`config.mk`:
```
export PLATFORM = sky130hd
export DESIGN_NAME = hazard_scheduler_flat
export DESIGN_NICKNAME = d
export VERILOG_FILES = /design/src/rtl/hazard_scheduler_if.sv /design/src/rtl/hazard_scheduler.sv /design/src/flat_wrapper.sv
export SDC_FILE = /design/constraint.sdc
export NUM_CORES = 1
export LEC_CHECK = 0
export ABC_AREA = 1
export ABC_CLOCK_PERIOD_IN_PS = 2900
export CAP_MARGIN = 20
export CORE_ASPECT_RATIO = 1.25
export CORE_MARGIN = 2
export CORE_UTILIZATION = 66
export CTS_CLUSTER_DIAMETER = 40
export DETAILED_ROUTE_END_ITERATION = 12
export DONT_BUFFER_PORTS = 1
export HOLD_SLACK_MARGIN = 0.06
export PLACE_DENSITY = 0.82
export SETUP_SLACK_MARGIN = 0.02
export SLEW_MARGIN = 20
export SYNTH_ARGS = -nofsm -noshare
export SYNTH_HDL_FRONTEND = slang
export SYNTH_SLANG_ARGS = --single-unit
```
`constraint.sdc`:
```
create_clock -name clk -period 2.9 [get_ports clk]
set_clock_uncertainty 0.15 [all_clocks]
set_input_delay 0.435 -clock clk [delete_from_list [all_inputs] [get_ports clk]]
set_output_delay 0.435 -clock clk [all_outputs]
set_load 0.05 [all_outputs]
```
`src/rtl/hazard_scheduler_if.sv`:
```
// rtl/hazard_scheduler_if.sv - ID-stage to hazard scheduler signal bundle
//
// Purpose: groups the decode-stage instruction fields, the global hold and
// the scheduler's pipeline-control outputs into one bundle.
// Modports:
//   master - ID stage side: drives hold and id_* fields, observes controls
//   slave  - hazard scheduler side: reads hold and id_*, drives
//            stall / bubble / flush / stall_cnt
interface hazard_scheduler_if #(
  parameter int REG_AW = 5,
  parameter int CNT_W  = 16
);
  logic              hold;
  logic              id_valid;
  logic [REG_AW-1:0] id_src1;
  logic [REG_AW-1:0] id_src2;
  logic              id_src1_used;
  logic              id_src2_used;
  logic              id_branch;
  logic [REG_AW-1:0] id_dest;
  logic              id_wb_en;
  logic              id_mem_r_en;
  logic              id_br_taken;
  logic              stall;
  logic              bubble;
  logic              flush;
  logic [CNT_W-1:0]  stall_cnt;

  modport master (
    output hold, id_valid, id_src1, id_src2, id_src1_used, id_src2_used,
           id_branch, id_dest, id_wb_en, id_mem_r_en, id_br_taken,
    input  stall, bubble, flush, stall_cnt
  );

  modport slave (
    input  hold, id_valid, id_src1, id_src2, id_src1_used, id_src2_used,
           id_branch, id_dest, id_wb_en, id_mem_r_en, id_br_taken,
    output stall, bubble, flush, stall_cnt
  );
endinterface

```
`src/rtl/hazard_scheduler.sv`:
```
// rtl/hazard_scheduler.sv - five-stage pipeline hazard scheduler (stall / bubble / flush)
//
// Purpose: tracks the destination registers of the instructions in EXE and
// MEM and compares them against the decoding instruction's sources. On a
// RAW hazard it freezes PC and IF/ID (stall) and injects a bubble into
// ID/EX; on a resolved taken branch with no hazard it flushes IF/ID.
// Optional feature macro: FORWARDING_EN (EXE forwarding present, so only
// load-use and branch-operand hazards stall). Undefined = full interlock.
// Ports:
//   clk - clock, rising edge
//   rst - asynchronous reset, active low
//   bus - hazard_scheduler_if.slave: hold, id_* inputs; stall, bubble,
//         flush, stall_cnt outputs
module hazard_scheduler #(
  parameter int REG_AW = 5,
  parameter int CNT_W  = 16
) (
  input  logic                 clk,
  input  logic                 rst,
  hazard_scheduler_if.slave    bus
);

  typedef struct packed {
    logic              valid;
    logic              wb_en;
    logic              mem_r;
    logic [REG_AW-1:0] dest;
  } sb_entry_t;

  sb_entry_t        exe_q, exe_d;
  sb_entry_t        mem_q, mem_d;
  logic [CNT_W-1:0] cnt_q, cnt_d;

  logic exe_hit, mem_hit, hz, stall_w;

  // Register 0 is hard-wired, so it can never be a true dependency.
  function automatic logic src_hit(sb_entry_t e, logic [REG_AW-1:0] s, logic used);
    return used && (s != '0) && e.valid && e.wb_en && (e.dest == s);
  endfunction

  assign exe_hit = src_hit(exe_q, bus.id_src1, bus.id_src1_used) ||
                   src_hit(exe_q, bus.id_src2, bus.id_src2_used);
  assign mem_hit = src_hit(mem_q, bus.id_src1, bus.id_src1_used) ||
                   src_hit(mem_q, bus.id_src2, bus.id_src2_used);

`ifdef FORWARDING_EN
  // Branches compare in ID and see no forwarding, so they wait for any EXE
  // producer and for a load still in MEM; everything else only for load-use.
  assign hz = bus.id_valid &&
              (bus.id_branch ? (exe_hit || (mem_hit && mem_q.mem_r))
                             : (exe_hit && exe_q.mem_r));
`else
  assign hz = bus.id_valid && (exe_hit || mem_hit);
`endif

  // A global hold already freezes every stage, so local controls stay quiet.
  assign stall_w        = hz && !bus.hold;
  assign bus.stall      = stall_w;
  assign bus.bubble     = stall_w;
  assign bus.flush      = bus.id_valid && bus.id_branch && bus.id_br_taken &&
                          !hz && !bus.hold;
  assign bus.stall_cnt  = cnt_q;

  always_comb begin
    exe_d = exe_q;
    mem_d = mem_q;
    cnt_d = cnt_q;
    if (!bus.hold) begin
      mem_d = exe_q;
      if (stall_w || !bus.id_valid) begin
        exe_d = '0;
      end else begin
        // A flushing branch still advances; only the fetched slot dies.
        exe_d = {1'b1, bus.id_wb_en, bus.id_mem_r_en, bus.id_dest};
      end
      if (stall_w && (cnt_q != {CNT_W{1'b1}})) begin
        cnt_d = cnt_q + {{(CNT_W-1){1'b0}}, 1'b1};
      end
    end
  end

  always_ff @(posedge clk or negedge rst) begin
    if (!rst) begin
      exe_q <= '0;
      mem_q <= '0;
      cnt_q <= '0;
    end else begin
      exe_q <= exe_d;
      mem_q <= mem_d;
      cnt_q <= cnt_d;
    end
  end

endmodule

```
`src/flat_wrapper.sv`:
```
// flat-port wrapper written by rule: the top's interface ports become plain ports
module hazard_scheduler_flat 
#(
  parameter int REG_AW = 5,
  parameter int CNT_W  = 16
)
  (clk, rst, bus_hold, bus_id_valid, bus_id_src1, bus_id_src2, bus_id_src1_used, bus_id_src2_used, bus_id_branch, bus_id_dest, bus_id_wb_en, bus_id_mem_r_en, bus_id_br_taken, bus_stall, bus_bubble, bus_flush, bus_stall_cnt);
  hazard_scheduler_if #(.REG_AW(REG_AW), .CNT_W(CNT_W)) bus_i ();
  input  logic clk;
  input  logic rst;
  input wire logic [$bits(bus_i.hold)-1:0] bus_hold;
  input wire logic [$bits(bus_i.id_valid)-1:0] bus_id_valid;
  input wire logic [$bits(bus_i.id_src1)-1:0] bus_id_src1;
  input wire logic [$bits(bus_i.id_src2)-1:0] bus_id_src2;
  input wire logic [$bits(bus_i.id_src1_used)-1:0] bus_id_src1_used;
  input wire logic [$bits(bus_i.id_src2_used)-1:0] bus_id_src2_used;
  input wire logic [$bits(bus_i.id_branch)-1:0] bus_id_branch;
  input wire logic [$bits(bus_i.id_dest)-1:0] bus_id_dest;
  input wire logic [$bits(bus_i.id_wb_en)-1:0] bus_id_wb_en;
  input wire logic [$bits(bus_i.id_mem_r_en)-1:0] bus_id_mem_r_en;
  input wire logic [$bits(bus_i.id_br_taken)-1:0] bus_id_br_taken;
  output wire logic [$bits(bus_i.stall)-1:0] bus_stall;
  output wire logic [$bits(bus_i.bubble)-1:0] bus_bubble;
  output wire logic [$bits(bus_i.flush)-1:0] bus_flush;
  output wire logic [$bits(bus_i.stall_cnt)-1:0] bus_stall_cnt;
  assign bus_i.hold = bus_hold;
  assign bus_i.id_valid = bus_id_valid;
  assign bus_i.id_src1 = bus_id_src1;
  assign bus_i.id_src2 = bus_id_src2;
  assign bus_i.id_src1_used = bus_id_src1_used;
  assign bus_i.id_src2_used = bus_id_src2_used;
  assign bus_i.id_branch = bus_id_branch;
  assign bus_i.id_dest = bus_id_dest;
  assign bus_i.id_wb_en = bus_id_wb_en;
  assign bus_i.id_mem_r_en = bus_id_mem_r_en;
  assign bus_i.id_br_taken = bus_id_br_taken;
  assign bus_stall = bus_i.stall;
  assign bus_bubble = bus_i.bubble;
  assign bus_flush = bus_i.flush;
  assign bus_stall_cnt = bus_i.stall_cnt;
  hazard_scheduler #(.REG_AW(REG_AW), .CNT_W(CNT_W)) u_core (.clk(clk), .rst(rst), .bus(bus_i));
endmodule
```
==> reports/results.ini <==
[finish]
antenna_cells = 0
nNetsFinal = 347
postLayoutCellArea_mm2 = 0.002367
fill_cells = 251
area_growth_pct = 10.51
multi_input_area_mm2 = 0.001202
seq_area_um2 = 750.7
drive_gt1_share_pct = 13.71

[clock_network]
cts_tree = built
cts_setup_buffers = 0
clkLatencyLatePin_ns = 0.28
path_clk_slew_ns = 0.06
cts.sink_count = 30
cts_buffers = 5
cts-htree-levels = 2
cts_buffer_depth = 2
cts-root-buf = clkbuf_8

[floorplanning]
rows = 23
die-area_mm2 = 0.003720
chipWidth_um = 54.96
design.core.area_mm2 = 0.003166
die_y_um = 67.70
initial_core_util_pct = 67.67
boundaryPins = 44

[worst_setup_path]
timing.critical_path.cells = inv_1 > nand2_1 > o21ai_1 > inv_1 > nand2_1 > nor2_1 > nand2_1 > nand2_4 > nor2_8 > nand2_1 > nor2_1 > buf_4
critPathRequiredTime_ns = 2.32
cpMostUsedCell = nand2_1
end_kind = output pin
crit_type = register to output pin
startpoint_type = register
crit_fanout = 9
cpMaxStageDelayCell = dfrtp_1
cpPeakStageDelay_ns = 0.39
crit_arrival_ns = 1.89

[route]
drt_iter0_markers = 70
first_pass_iters = 4
vias_per_cell = 5.589
drt-wirelength-per-cell_um = 13.63
drc = 0
num_vias = 2001
finalWirelength_um = 4879
final_antenna_net_count = 0

[synth]
synth.distinct_cells = 26
yosysWarnings = 0
synth_edf_count = 0
synth_area_leaders = dfrtp_1 35%, nand2_1 19%, inv_1 6.8%
syn-instance-count = 304
yosysSeqAreaShare_pct = 35.05
ys_top_cells_by_count = 106 x nand2_1, 39 x inv_1, 30 x dfrtp_1
async_flop_share_pct = 100.0
syn_avg_cell_area_um2 = 7.046
netlist_area_mm2 = 0.002142
synth_top_area_cell = dfrtp_1
synth_seq_cells = 30
synth_most_common_cell = nand2_1
syn_nets = 330
netlist.area_leader.share_pct = 35.05
synth_ff_type = dfrtp_1

[power]
finalPower_mw = 0.9081
p_leak_nw = 1.236
ir_drop_mv = 0.4914
powerDensity_mw_per_mm2 = 383.6

[sta]
maxSlewViolCount = 0
finalSetupViolations = 0
setup_tns_ns = 0
fmax_ghz = 0.4047
hold_viol_final = 0
rsz0062_at_grt = false
tightest_slew_ns = 0.6311
relSlewSlack_pct = 57.93
fin_crit_ns = 2.471
min_period_over_period_pct = 85.20

[placed_design]
place_area_mm2 = 0.002258
dp_hpwl_um = 3705
place_congestion = 0.9104
portBuffers = 0

[worst_hold_path]
hold_path.class = input pin to register

[flow_run]
max_cap_violations = 0

[global_routing]
grt_max_degree = 31
grt_pass1_wl_um = 7928
grt_use_total_pct = 30.18
grt_overflow = 0
antenna_found_initial = 0
grt_pass1_vias = 1933

[outcome]
status = completed

==> critical path, delay by kind of cell, from the launching register on <==
kind,cells,cell delay (ns)
AND/OR/NAND/NOR,8,0.77
flip-flops,1,0.39
buffers and inverters,3,0.36
AO/OA/AOI/OAI,1,0.08
==> power by group <==
group / internal, mW / total [mW] / leakage, nW / switching (mW)
logic: 0.0468 / 0.134 / 0.787 / 0.0871
registers: 0.440 / 0.460 / 0.405 / 0.0195
clock network: 0.160 / 0.315 / 0.0438 / 0.154
total: 0.647 / 0.908 / 1.24 / 0.261
==> what timing repair did <==
item                      CTS  global route
hold endpoints to repair   30             0
resized for setup           0             0
hold buffers                2             0
==> registers in the layout (all words and copies together) (netlist names) <==
| register | count |
|---|---|
| u_core.bus.stall_cnt | 16 |
| u_core.exe_q | 7 |
| u_core.mem_q | 7 |
==> placed cells by master, fill, tap and decap left out, types with 2 or more instances in the layout <==
cell type  Yosys  final
buf_4          1     12
clkbuf_8       0      5
clkinv_2       0      2
dfrtp_1       30     30
inv_1         39     39
inv_2          6      6
nand2_1      106    106
nand2_2        3      3
nand2_4        2      2
nand3_1       18     18
nand3_4        3      3
nand3b_1       2      2
nand4_1       23     23
nor2_1        27     27
nor2_4         3      3
nor2_8         3      3
nor3_1         4      4
o21ai_0       14     14
xnor2_1        4      4
xor2_1         7      7
==> cell families after synthesis <==
logic type | count (synthesis) | synth area share [%]
DFF | 30 | 35.05
adders and majority gates | 1 | 0.5840
xor gates and xnor gates | 11 | 4.498
buffers and inverters | 49 | 8.820
AOI/OAI and AO/OA | 15 | 3.505
and+or+nand+nor | 198 | 47.55
==> area by class of cell <==
class	count	share of cell area, %
Inverter	45	7.135
Clock buffer	5	2.907
Timing Repair Buffer	14	5.074
Multi-Input combinational cell	225	50.79
Sequential cell	30	31.71
Clock inverter	2	0.4228
Tap cell	37	1.956
==> per-layer routing <==
layer | up-vias | global-route usage (%) | part of all wire [%]
li1 | 1001 | - | -
met1 | 928 | 31.09 | 37
met2 | 58 | 54.91 | 54
met3 | 14 | 7.522 | 5.8
met4 | 0 | 14.33 | 3.0
met5 | - | 0 | 0
==> worst paths after layout <==
kind	cells after the start	startpoint	slack, ns	endpoint
min in group asynchronous	2	rst	0.44	u_core.bus.stall_cnt[5]
setup / recovery	12	u_core.exe_q[2]	0.43	bus_flush
hold / removal	1	bus_hold	0.10	u_core.mem_q[4]
setup reg to reg	6	u_core.bus.stall_cnt[4]	0.76	u_core.bus.stall_cnt[3]
max in group asynchronous	2	rst	1.99	u_core.bus.stall_cnt[2]
hold reg to reg	2	u_core.mem_q[3]	0.37	u_core.mem_q[3]
==> metrics by stage <==
stage / std cells / utilization (%) / hold slack [ns] / setup WS [ns]
2_1_floorplan: 304 / - / -0.01059 / 0.4656
3_3_place_gp: 349 / 71.34 / -0.01014 / 0.6691
3_5_place_dp: 349 / 71.34 / -0.01021 / 0.6482
4_1_cts: 358 / 74.78 / 0.1008 / 0.4061
5_1_grt: 358 / 74.78 / 0.1052 / 0.2237
6_report: 358 / 74.78 / 0.1026 / 0.4292
(Power assumes the default switching activity.)
